===== config.mk =====
export PLATFORM = sky130hd
export DESIGN_NAME = play_credit_arbiter_flat
export DESIGN_NICKNAME = d
export VERILOG_FILES = /design/src/rtl/play_credit_arbiter_pkg.sv /design/src/rtl/play_credit_arbiter_if.sv /design/src/rtl/play_credit_arbiter_idle_timer.sv /design/src/rtl/play_credit_arbiter.sv /design/src/flat_wrapper.sv
export SDC_FILE = /design/constraint.sdc
export NUM_CORES = 1
export LEC_CHECK = 0
export CORE_MARGIN = 8
export CORE_UTILIZATION = 45
export DETAILED_ROUTE_END_ITERATION = 10
export PLACE_DENSITY = 0.68
export SLEW_MARGIN = 20
export SYNTH_ARGS = -nofsm -noshare
export SYNTH_HDL_FRONTEND = slang
export SYNTH_SLANG_ARGS = --single-unit

===== constraint.sdc =====
create_clock -name clk -period 2.76 [get_ports clk]
set_input_delay 0.552 -clock clk [delete_from_list [all_inputs] [get_ports clk]]
set_output_delay 0.552 -clock clk [all_outputs]
set_load 0.1 [all_outputs]

===== src/rtl/play_credit_arbiter_pkg.sv =====
// Shared types and default constants for the play-credit arbiter.
package play_credit_arbiter_pkg;

  typedef enum logic [1:0] {
    ST_IDLE   = 2'd0,
    ST_GRANT  = 2'd1,
    ST_REFUND = 2'd2
  } state_e;

  localparam int unsigned DEF_COINS_PER_CREDIT = 2;
  localparam int unsigned DEF_MAX_CREDITS      = 9;
  localparam int unsigned DEF_TIMEOUT_CYCLES   = 16;

  function automatic logic [1:0] player_onehot(input logic idx);
    return idx ? 2'b10 : 2'b01;
  endfunction

endpackage


===== src/rtl/play_credit_arbiter_if.sv =====
// Coin/start/grant signal bundle between the cabinet logic and the arbiter.
interface play_credit_arbiter_if;

  logic       coin_accepted;
  logic [1:0] start_req;
  logic [1:0] game_busy;
  logic       refund_req;
  logic [1:0] start_grant;
  logic [3:0] credits;
  logic [2:0] partial_coins;
  logic       coin_block;
  logic       spit_pulse;
  logic       refund_busy;

  modport master (
    output coin_accepted, start_req, game_busy, refund_req,
    input  start_grant, credits, partial_coins, coin_block, spit_pulse, refund_busy
  );

  modport slave (
    input  coin_accepted, start_req, game_busy, refund_req,
    output start_grant, credits, partial_coins, coin_block, spit_pulse, refund_busy
  );

endinterface


===== src/rtl/play_credit_arbiter_idle_timer.sv =====
// Inactivity counter: saturates at TIMEOUT_CYCLES-1 and flags done there.
module idle_timer
  import play_credit_arbiter_pkg::*;
#(
  parameter int unsigned TIMEOUT_CYCLES = DEF_TIMEOUT_CYCLES
) (
  input  logic clk,
  input  logic rst,
  input  logic en,
  input  logic clr,
  output logic done
);

  localparam int unsigned    W    = $clog2(TIMEOUT_CYCLES);
  localparam logic [W-1:0]   LAST = W'(TIMEOUT_CYCLES - 1);

  logic [W-1:0] cnt_q;

  always_ff @(posedge clk) begin
    if (rst || clr) begin
      cnt_q <= '0;
    end else if (en && (cnt_q != LAST)) begin
      cnt_q <= cnt_q + W'(1);
    end
  end

  assign done = (cnt_q == LAST);

endmodule


===== src/rtl/play_credit_arbiter.sv =====
// Two-player coin-op credit arbiter: counts coins into credits, grants starts
// round-robin, and refunds partial coins on request or inactivity.
module play_credit_arbiter
  import play_credit_arbiter_pkg::*;
#(
  parameter int unsigned COINS_PER_CREDIT = DEF_COINS_PER_CREDIT,
  parameter int unsigned MAX_CREDITS      = DEF_MAX_CREDITS,
  parameter int unsigned TIMEOUT_CYCLES   = DEF_TIMEOUT_CYCLES
) (
  input logic                 clk,
  input logic                 rst,
  play_credit_arbiter_if.slave bus
);

  localparam logic [2:0] CPC  = 3'(COINS_PER_CREDIT);
  localparam logic [3:0] MAXC = 4'(MAX_CREDITS);

  state_e     state_q, state_d;
  logic [3:0] credits_q, credits_d;
  logic [2:0] partial_q, partial_d;
  logic [2:0] rcnt_q, rcnt_d;
  logic       ptr_q, ptr_d;
  logic       sel_q, sel_d;
  logic       pend_q, pend_d;
  logic [1:0] grant_q, grant_d;
  logic       block_q, block_d;
  logic       spit_q, spit_d;
  logic       busy_q, busy_d;

  logic       accepted, coin_full, grant_dec, timer_clr, timer_done;
  logic [2:0] partial_inc;
  logic [1:0] elig;

  assign accepted    = bus.coin_accepted && !block_q;
  assign partial_inc = partial_q + 3'd1;
  assign coin_full   = accepted && (partial_inc == CPC);
  assign grant_dec   = (state_q == ST_GRANT);
  assign elig        = bus.start_req & ~bus.game_busy;
  assign timer_clr   = accepted || (partial_q == '0) || (state_q == ST_REFUND);

  idle_timer #(.TIMEOUT_CYCLES(TIMEOUT_CYCLES)) u_idle_timer (
    .clk  (clk),
    .rst  (rst),
    .en   (1'b1),
    .clr  (timer_clr),
    .done (timer_done)
  );

  always_comb begin
    state_d   = state_q;
    credits_d = credits_q;
    partial_d = partial_q;
    rcnt_d    = rcnt_q;
    ptr_d     = ptr_q;
    sel_d     = sel_q;
    pend_d    = pend_q;
    grant_d   = '0;
    spit_d    = 1'b0;

    if (accepted) begin
      partial_d = coin_full ? '0 : partial_inc;
    end

    // A credit completed in the grant cycle cancels the decrement.
    case ({coin_full, grant_dec})
      2'b10:   credits_d = credits_q + 4'd1;
      2'b01:   credits_d = credits_q - 4'd1;
      default: credits_d = credits_q;
    endcase

    case (state_q)
      ST_IDLE: begin
        if ((credits_q != '0) && (elig != '0)) begin
          state_d = ST_GRANT;
          sel_d   = (elig == 2'b11) ? ptr_q : elig[1];
          grant_d = player_onehot(sel_d);
          if (bus.refund_req) pend_d = 1'b1;
        end else if (bus.refund_req || pend_q || timer_done) begin
          pend_d = 1'b0;
          if (partial_d != '0) begin
            state_d = ST_REFUND;
            rcnt_d  = partial_d;
            spit_d  = 1'b1;
          end
        end
      end
      ST_GRANT: begin
        ptr_d   = ~sel_q;
        state_d = ST_IDLE;
        if (bus.refund_req) pend_d = 1'b1;
      end
      ST_REFUND: begin
        if (spit_q) begin
          rcnt_d = rcnt_q - 3'd1;
          if (rcnt_q <= 3'd1) begin
            partial_d = '0;
            state_d   = ST_IDLE;
          end
        end else begin
          spit_d = 1'b1;
        end
      end
      default: state_d = ST_IDLE;
    endcase

    block_d = (credits_d == MAXC) || (state_d == ST_REFUND);
    busy_d  = (state_d == ST_REFUND);
  end

  always_ff @(posedge clk) begin
    if (rst) begin
      state_q   <= ST_IDLE;
      credits_q <= '0;
      partial_q <= '0;
      rcnt_q    <= '0;
      ptr_q     <= 1'b0;
      sel_q     <= 1'b0;
      pend_q    <= 1'b0;
      grant_q   <= '0;
      block_q   <= 1'b0;
      spit_q    <= 1'b0;
      busy_q    <= 1'b0;
    end else begin
      state_q   <= state_d;
      credits_q <= credits_d;
      partial_q <= partial_d;
      rcnt_q    <= rcnt_d;
      ptr_q     <= ptr_d;
      sel_q     <= sel_d;
      pend_q    <= pend_d;
      grant_q   <= grant_d;
      block_q   <= block_d;
      spit_q    <= spit_d;
      busy_q    <= busy_d;
    end
  end

  assign bus.start_grant   = grant_q;
  assign bus.credits       = credits_q;
  assign bus.partial_coins = partial_q;
  assign bus.coin_block    = block_q;
  assign bus.spit_pulse    = spit_q;
  assign bus.refund_busy   = busy_q;

endmodule

===== src/flat_wrapper.sv =====
// flat-port wrapper written by rule: the top's interface ports become plain ports
module play_credit_arbiter_flat import play_credit_arbiter_pkg::*;
#(
  parameter int unsigned COINS_PER_CREDIT = DEF_COINS_PER_CREDIT,
  parameter int unsigned MAX_CREDITS      = DEF_MAX_CREDITS,
  parameter int unsigned TIMEOUT_CYCLES   = DEF_TIMEOUT_CYCLES
)
  (clk, rst, bus_coin_accepted, bus_start_req, bus_game_busy, bus_refund_req, bus_start_grant, bus_credits, bus_partial_coins, bus_coin_block, bus_spit_pulse, bus_refund_busy);
  play_credit_arbiter_if bus_i ();
  input logic clk;
  input logic rst;
  input wire logic [$bits(bus_i.coin_accepted)-1:0] bus_coin_accepted;
  input wire logic [$bits(bus_i.start_req)-1:0] bus_start_req;
  input wire logic [$bits(bus_i.game_busy)-1:0] bus_game_busy;
  input wire logic [$bits(bus_i.refund_req)-1:0] bus_refund_req;
  output wire logic [$bits(bus_i.start_grant)-1:0] bus_start_grant;
  output wire logic [$bits(bus_i.credits)-1:0] bus_credits;
  output wire logic [$bits(bus_i.partial_coins)-1:0] bus_partial_coins;
  output wire logic [$bits(bus_i.coin_block)-1:0] bus_coin_block;
  output wire logic [$bits(bus_i.spit_pulse)-1:0] bus_spit_pulse;
  output wire logic [$bits(bus_i.refund_busy)-1:0] bus_refund_busy;
  assign bus_i.coin_accepted = bus_coin_accepted;
  assign bus_i.start_req = bus_start_req;
  assign bus_i.game_busy = bus_game_busy;
  assign bus_i.refund_req = bus_refund_req;
  assign bus_start_grant = bus_i.start_grant;
  assign bus_credits = bus_i.credits;
  assign bus_partial_coins = bus_i.partial_coins;
  assign bus_coin_block = bus_i.coin_block;
  assign bus_spit_pulse = bus_i.spit_pulse;
  assign bus_refund_busy = bus_i.refund_busy;
  play_credit_arbiter #(.COINS_PER_CREDIT(COINS_PER_CREDIT), .MAX_CREDITS(MAX_CREDITS), .TIMEOUT_CYCLES(TIMEOUT_CYCLES)) u_core (.clk(clk), .rst(rst), .bus(bus_i));
endmodule

Word-level counts from Yosys, hierarchy flattened:

Index checks and enable logic that the tools add are counted.

* bits in read-only memories: 0
* register bits after elaboration: 24
* input port bits: 8
* word-level logic and storage cells: 87
* latch bits: 0
* output and inout port bits: 12
* RAM bits: 0
* memories kept: 0

* shifts and indexed selects: 0
* equal/unequal tests: 15
* add/sub/neg operators: 5
* multiplexer cells: 28
* div/mod/pow operators: 0
* $lt $le $gt $ge: 1
* bitwise logic cells: 5
* multipliers: 0
* reductions and logical operators: 21

Operator list (count)
* 3-bit 2-to-1 mux: 9
* 2-bit 2-to-1 mux: 6
* 4-bit by 1-bit adder with 4-bit output (second input constant): 2
* 2-bit equality test (second input constant): 4
* 4-bit equality test (second input constant): 2
* 1-bit 2-to-1 mux: 8
* 4-bit case mux with 2 select lines: 1
* 1-bit logical OR: 6
* 2-bit by 1-bit inequality test with 1-bit output (second input constant): 3
* 3-bit case mux with 2 select lines: 1
* 2-bit nonzero test: 3
* 5-bit AND reduction: 1
* 2-bit by 1-bit equality test with 1-bit output (second input constant): 2
* 4-bit inequality test (second input constant): 1
* 1-bit case mux with 2 select lines: 2
* 2-bit case mux with 2 select lines: 1
* 2-bit AND reduction: 2
* 4-bit nonzero test: 1
* 4-bit by 1-bit subtractor with 4-bit output (second input constant): 1
* 3-bit by 1-bit adder with 3-bit output (second input constant): 1
* 3-bit by 2-bit equality test with 1-bit output (second input constant): 1
* 3-bit by 1-bit less-or-equal comparator with 1-bit output (second input constant): 1
* 1-bit logical AND: 3
* 3-bit zero test: 1
* other kinds (10): 12

Depth between registers and ports, before layout:

Gate-level depths: netlist of run 1.

* depth in word-level cells: 12
* gate-level depth with buffers: 10
* gate-level depth less buffers: 10

By module:

Synthesis of run 1 repeated with hierarchy kept, for this count alone.

* cell total of the unflattened synthesis: 148
* area, all modules: 1315.0 um^2

By module, submodules not included
* play_credit_arbiter: cells each 126, area each 1103.6 um^2, times used 1
* idle_timer: cells each 22, area each 211.5 um^2, times used 1

Worst setup path before layout of run 1:

No wires, ideal clock.

* path kind: reg-to-reg
* start: reg u_core.partial_q[0], in the netlist u_core.bus.partial_coins[0]
* end: reg u_core.block_q, in the netlist u_core.bus.coin_block
* setup slack: -481 ps
* period minus slack after synthesis: 3241 ps
* library setup time: 79 ps
* arrival: 3163 ps
* path buffers: 0
* cell stages (with the launch flop): 10
* cells stage by stage: dfxtp_1 ha_1 xnor2_1 nand3_1 ha_1 fa_1 xnor2_1 o21ai_0 or4_1 o221ai_2

* word-level cells in the longest chain between the ends: 12

RTL lines
* from (decl): line play_credit_arbiter.sv:20 `logic [2:0] partial_q, partial_d;`
* from (signal assigned): line play_credit_arbiter.sv:126 `partial_q <= partial_d;`
* 3-bit by 1-bit adder with 3-bit output: line play_credit_arbiter.sv:35 `assign partial_inc = partial_q + 3'd1;`
* 3-bit by 2-bit equality test with 1-bit output: line play_credit_arbiter.sv:36 `assign coin_full = accepted && (partial_inc == CPC);`
* 1-bit logical AND: line play_credit_arbiter.sv:36
* 3-bit 2-to-1 mux: line play_credit_arbiter.sv:61 `partial_d = coin_full ? '0 : partial_inc;`
* 3-bit 2-to-1 mux: line play_credit_arbiter.sv:60 `if (accepted) begin`
* 3-bit nonzero test: line play_credit_arbiter.sv:80 `if (partial_d != '0) begin`
* 2-bit 2-to-1 mux: line play_credit_arbiter.sv:80
* 2-bit 2-to-1 mux: line play_credit_arbiter.sv:78 `end else if (bus.refund_req || pend_q || timer_done) begin`
* 2-bit 2-to-1 mux: line play_credit_arbiter.sv:73 `if ((credits_q != '0) && (elig != '0)) begin`
* 2-bit case mux with 2 select lines: line play_credit_arbiter.sv:71 `case (state_q)`
* 2-bit equality test: line play_credit_arbiter.sv:106 `block_d = (credits_d == MAXC) || (state_d == ST_REFUND);`
* 1-bit logical OR *: line play_credit_arbiter.sv:106
* to (signal assigned): line play_credit_arbiter.sv:132 `block_q <= block_d;`
* to (decl): line play_credit_arbiter.sv:26 `logic block_q, block_d;`

Mark *: on every way between the ends. The rest lies on a longest branch, timed or not.
A chain may end at the register's enable or synchronous reset.

Worst setup path in the final report of run 1:

Same ends and word-level chain as after synthesis.

==> results of run 1 <==
cells in the final DEF, fill, tap and decap left out, types with 2 or more instances in the layout:
master | synthesis | layout
dfxtp_2 | 0 | 2
xor2_1 | 2 | 2
mux2i_1 | 8 | 8
nor2_1 | 18 | 18
a21oi_1 | 6 | 6
dfxtp_4 | 0 | 2
a211o_1 | 2 | 2
buf_4 | 2 | 17
a21o_1 | 2 | 2
nand3_1 | 3 | 3
inv_1 | 6 | 6
nor3b_1 | 2 | 2
dfxtp_1 | 24 | 20
nor2b_1 | 7 | 6
nor3_1 | 6 | 6
a211oi_1 | 2 | 2
nand2_1 | 4 | 4
ha_1 | 8 | 7
xnor2_1 | 5 | 4
nand2b_1 | 6 | 6
clkbuf_4 | 0 | 3
clkdlybuf4s50_1 | 0 | 7
final timing paths:
check                              startpoint               endpoint  slack [ns]  cells past startpoint
setup / recovery  u_core.bus.partial_coins[0]  u_core.bus.coin_block        0.16                      9
hold reg to reg                  u_core.sel_q           u_core.ptr_q        0.45                      1
setup reg to reg  u_core.bus.partial_coins[0]  u_core.bus.coin_block        0.16                      9
hold / removal                   u_core.sel_q           u_core.ptr_q        0.45                      1
worst register-to-register path: stages (launching register included):
cell      delay [ns]
dfxtp_4         0.40
ha_1            0.25
xnor2_2         0.23
nand3_1         0.14
ha_2            0.23
fa_1            0.38
xnor2_1         0.15
o21ai_0         0.11
or4_1           0.50
o221ai_2        0.14
routing by layer:
| layer | GRT usage, % | vias up | wire length (um) |
|---|---|---|---|
| li1 | - | 535 | - |
| met1 | 15.3 | 454 | 1400 |
| met2 | 17.0 | 23 | 1160 |
| met3 | 2.68 | 4 | 139 |
| met4 | 3.35 | 0 | 17 |
| met5 | 0 | - | 0 |
registers in the layout, indices dropped and copies added, names as in the netlist:
signal and count:
u_core.bus.credits 4, u_core.u_idle_timer.cnt_q 4, u_core.bus.partial_coins 3, u_core.rcnt_q 3
u_core.bus.start_grant 2, u_core.state_q 2, u_core.bus.coin_block 1, u_core.bus.refund_busy 1
u_core.bus.spit_pulse 1, u_core.pend_q 1, u_core.ptr_q 1, u_core.sel_q 1
layout make-up:
type / instances / area (sq um)
flip-flops and latches: 24 / 490
repair buffers: 24 / 198
well taps: 31 / 38.8
inverters: 7 / 26.3
multi-input cells: 102 / 790
fillers: 257 / 1180
clock buffers: 4 / 36.3
kinds of logic (layout without fill, tap and decap cells):
logic type | count (synthesis) | count (layout)
and+or+nand+nor | 56 | 56
buffers and inverters | 11 | 35
xor gates and xnor gates | 7 | 7
DFF | 24 | 24
adders and majority gates | 9 | 9
muxes | 8 | 8
AOI/OAI and AO/OA | 22 | 22
through the flow:
stage               hold slack (ns)  util [%]  setup slack [ns]  cells  power (mW)
floorplan                     0.412         -             0.128    137       0.807
CTS                           0.454      56.6            0.0323    192        1.09
global placement              0.425      55.3            -0.148    188       0.899
global route                  0.479      57.3           0.00152    192        1.16
detailed placement            0.433      55.3            -0.243    188       0.905
finish                        0.447      57.3             0.158    192        1.09
where the power goes:
part	leakage, nW	switching, mW	internal, mW
Clock	0.0210	0.105	0.0805
Sequential	0.197	0.0484	0.389
Combinational	0.454	0.303	0.161
==> impl_metrics.toml, run 1 <==
[cells_and_area]
fraction_of_final_layout_cells_sized_beyond_drive_strength_1_pct = 24.2
antenna_diode_count = 0
flow.area_growth_from_synthesis_pct = 20.6
stdcell_area_sq_um = 1580
num-nets-final = 179

[routing]
antenna_violating_nets_post_route = 0
routed_wl_um = 2720
routed-via-count = 1016
routed_wire_length_per_instance_um = 14.2
drt-pass1-iter-count = 4
detail_route.drc_violations = 0
drt-initial-drc-count = 76
route.detailed.vias_per_inst = 5.29

[cts]
clkSinkCount = 24
h_tree_depth = 1
ctsResizeCount = 0
postCtsHoldBufs = 0
post_cts_buffers = 0
cts_inserted_buffers = 3
worst_skew_pair.late_latency_ns = 0.31
clk_pin_slew_ns = 0.13
tritoncts = "built"
cts_buffer_depth = 2
clock_tree.root_cell = "clkbuf_4"

[die]
die_w_um = 69.9
start_util_pct = 47.5
floorplan.rows = 19
dieHeight_um = 69.9
num_io_pins = 20
placeableCoreArea_sq_um = 2760
dieArea_sq_um = 4890

[global_route]
antenna_found_initial = 0
grt_pass1_vias = 1020
grt_max_degree = 14
grt_first_pass_wirelength_um = 4620
globalRoute.totalOverflow = 0
gr-usage-all-layers_pct = 11.2

[sta]
worst_slew_pin_tran_ns = 0.432
hold_violations = 0
tns_ns = 0
timing.clock.skew_ns = 0.00288
final-max-slew-violation-count = 0
final.min_clock_period_ns = 2.60
max-slew-margin-rel_pct = 71.1
setup_viol = 0
fmax_mhz = 384
unrepaired_setup_endpoints_after_global_routing = "no"
fin_crit_sh_pct = 94.3

[logic_synthesis]
synth-adder-area-share_pct = 9.18
synth_most_common_cell = "dfxtp_1"
post_synth_mux_area_share_pct = 6.12
synth_area_leader_cell = "dfxtp_1"
mapped_cell_area_sq_um = 1310
post_synth.cell_area_avg_sq_um = 9.55
yosysWarnings = 0
synth-xor-area-share_pct = 4.68
ys_ff_latch = 24
netlist_top_cells_area = "dfxtp_1, ha_1, mux2i_1"
postSynth.asyncResetShare_pct = 0
number_of_synthesized_flops_with_an_enable_pin = 0
netlist.area_leader.share_pct = 36.7
list_of_most_frequent_post_synthesis_cells = "dfxtp_1, nor2_1, ha_1, mux2i_1, nor2b_1"
netlist_instances = 137
synth_nets = 154
largest_family_of_logic_cells_by_synthesized_area = "simple AND/OR/NAND/NOR gates"
unique_masters_post_synth = 42
synthSimpleGateAreaFrac_pct = 24.5
synth_compound_area_share_pct = 14.4
synth-seq-area-share_pct = 36.7
synthFlopType = "dfxtp_1"

[setup_path]
crit_path_end_kind = "register"
cpLargestDelayFamily = "adder cells"
worstPathCellList = "ha_1 -> xnor2_2 -> nand3_1 -> ha_2 -> fa_1 -> xnor2_1 -> o21ai_0 -> or4_1 -> o221ai_2"
path_class = "register to register"
cp_data_arrival_time_ns = 2.84
buffers_plus_inverters_on_the_worst_setup_path = 0
cpPeakStageDelay_ns = 0.50
timing.critical_path.fanout_max = 7
required_ns = 3.00
critPathLaunchType = "register"
cp_slowest_cell = "or4_1"

[power_and_ir_drop]
leakage_nw = 0.673
pwr_dens_nw_per_um2 = 688
vdd.ir_drop.worst_mv = 0.487

[hold_path]
hp-class = "register to register"

[run]
max-cap-violations = 0

[placement]
io_buffers = 19
place.detailed.hpwl_um = 2070
finalWeightedCongestion = 0.771
postPlaceCellArea_sq_um = 1520

[outcome]
status = "completed"
No activity file was read; power rests on OpenSTA's default activity.
==> run 2, diff against run 1 <==
--- a/config.mk
+++ b/config.mk
@@ -9,6 +9,7 @@
 export CORE_UTILIZATION = 45
 export DETAILED_ROUTE_END_ITERATION = 10
 export PLACE_DENSITY = 0.68
+export SKIP_LAST_GASP = 1
 export SLEW_MARGIN = 20
 export SYNTH_ARGS = -nofsm -noshare
 export SYNTH_HDL_FRONTEND = slang
==> results of run 2 <==
Final layout, timing and power as in run 1 (identical DEF).
==> run 3, diff against run 2 <==
--- a/config.mk
+++ b/config.mk
@@ -9,6 +9,7 @@
 export CORE_UTILIZATION = 45
 export DETAILED_ROUTE_END_ITERATION = 10
 export PLACE_DENSITY = 0.68
+export SKIP_CTS_REPAIR_TIMING = 1
 export SKIP_LAST_GASP = 1
 export SLEW_MARGIN = 20
 export SYNTH_ARGS = -nofsm -noshare
==> results of run 3 <==
Final layout, timing and power as in run 1 (identical DEF).
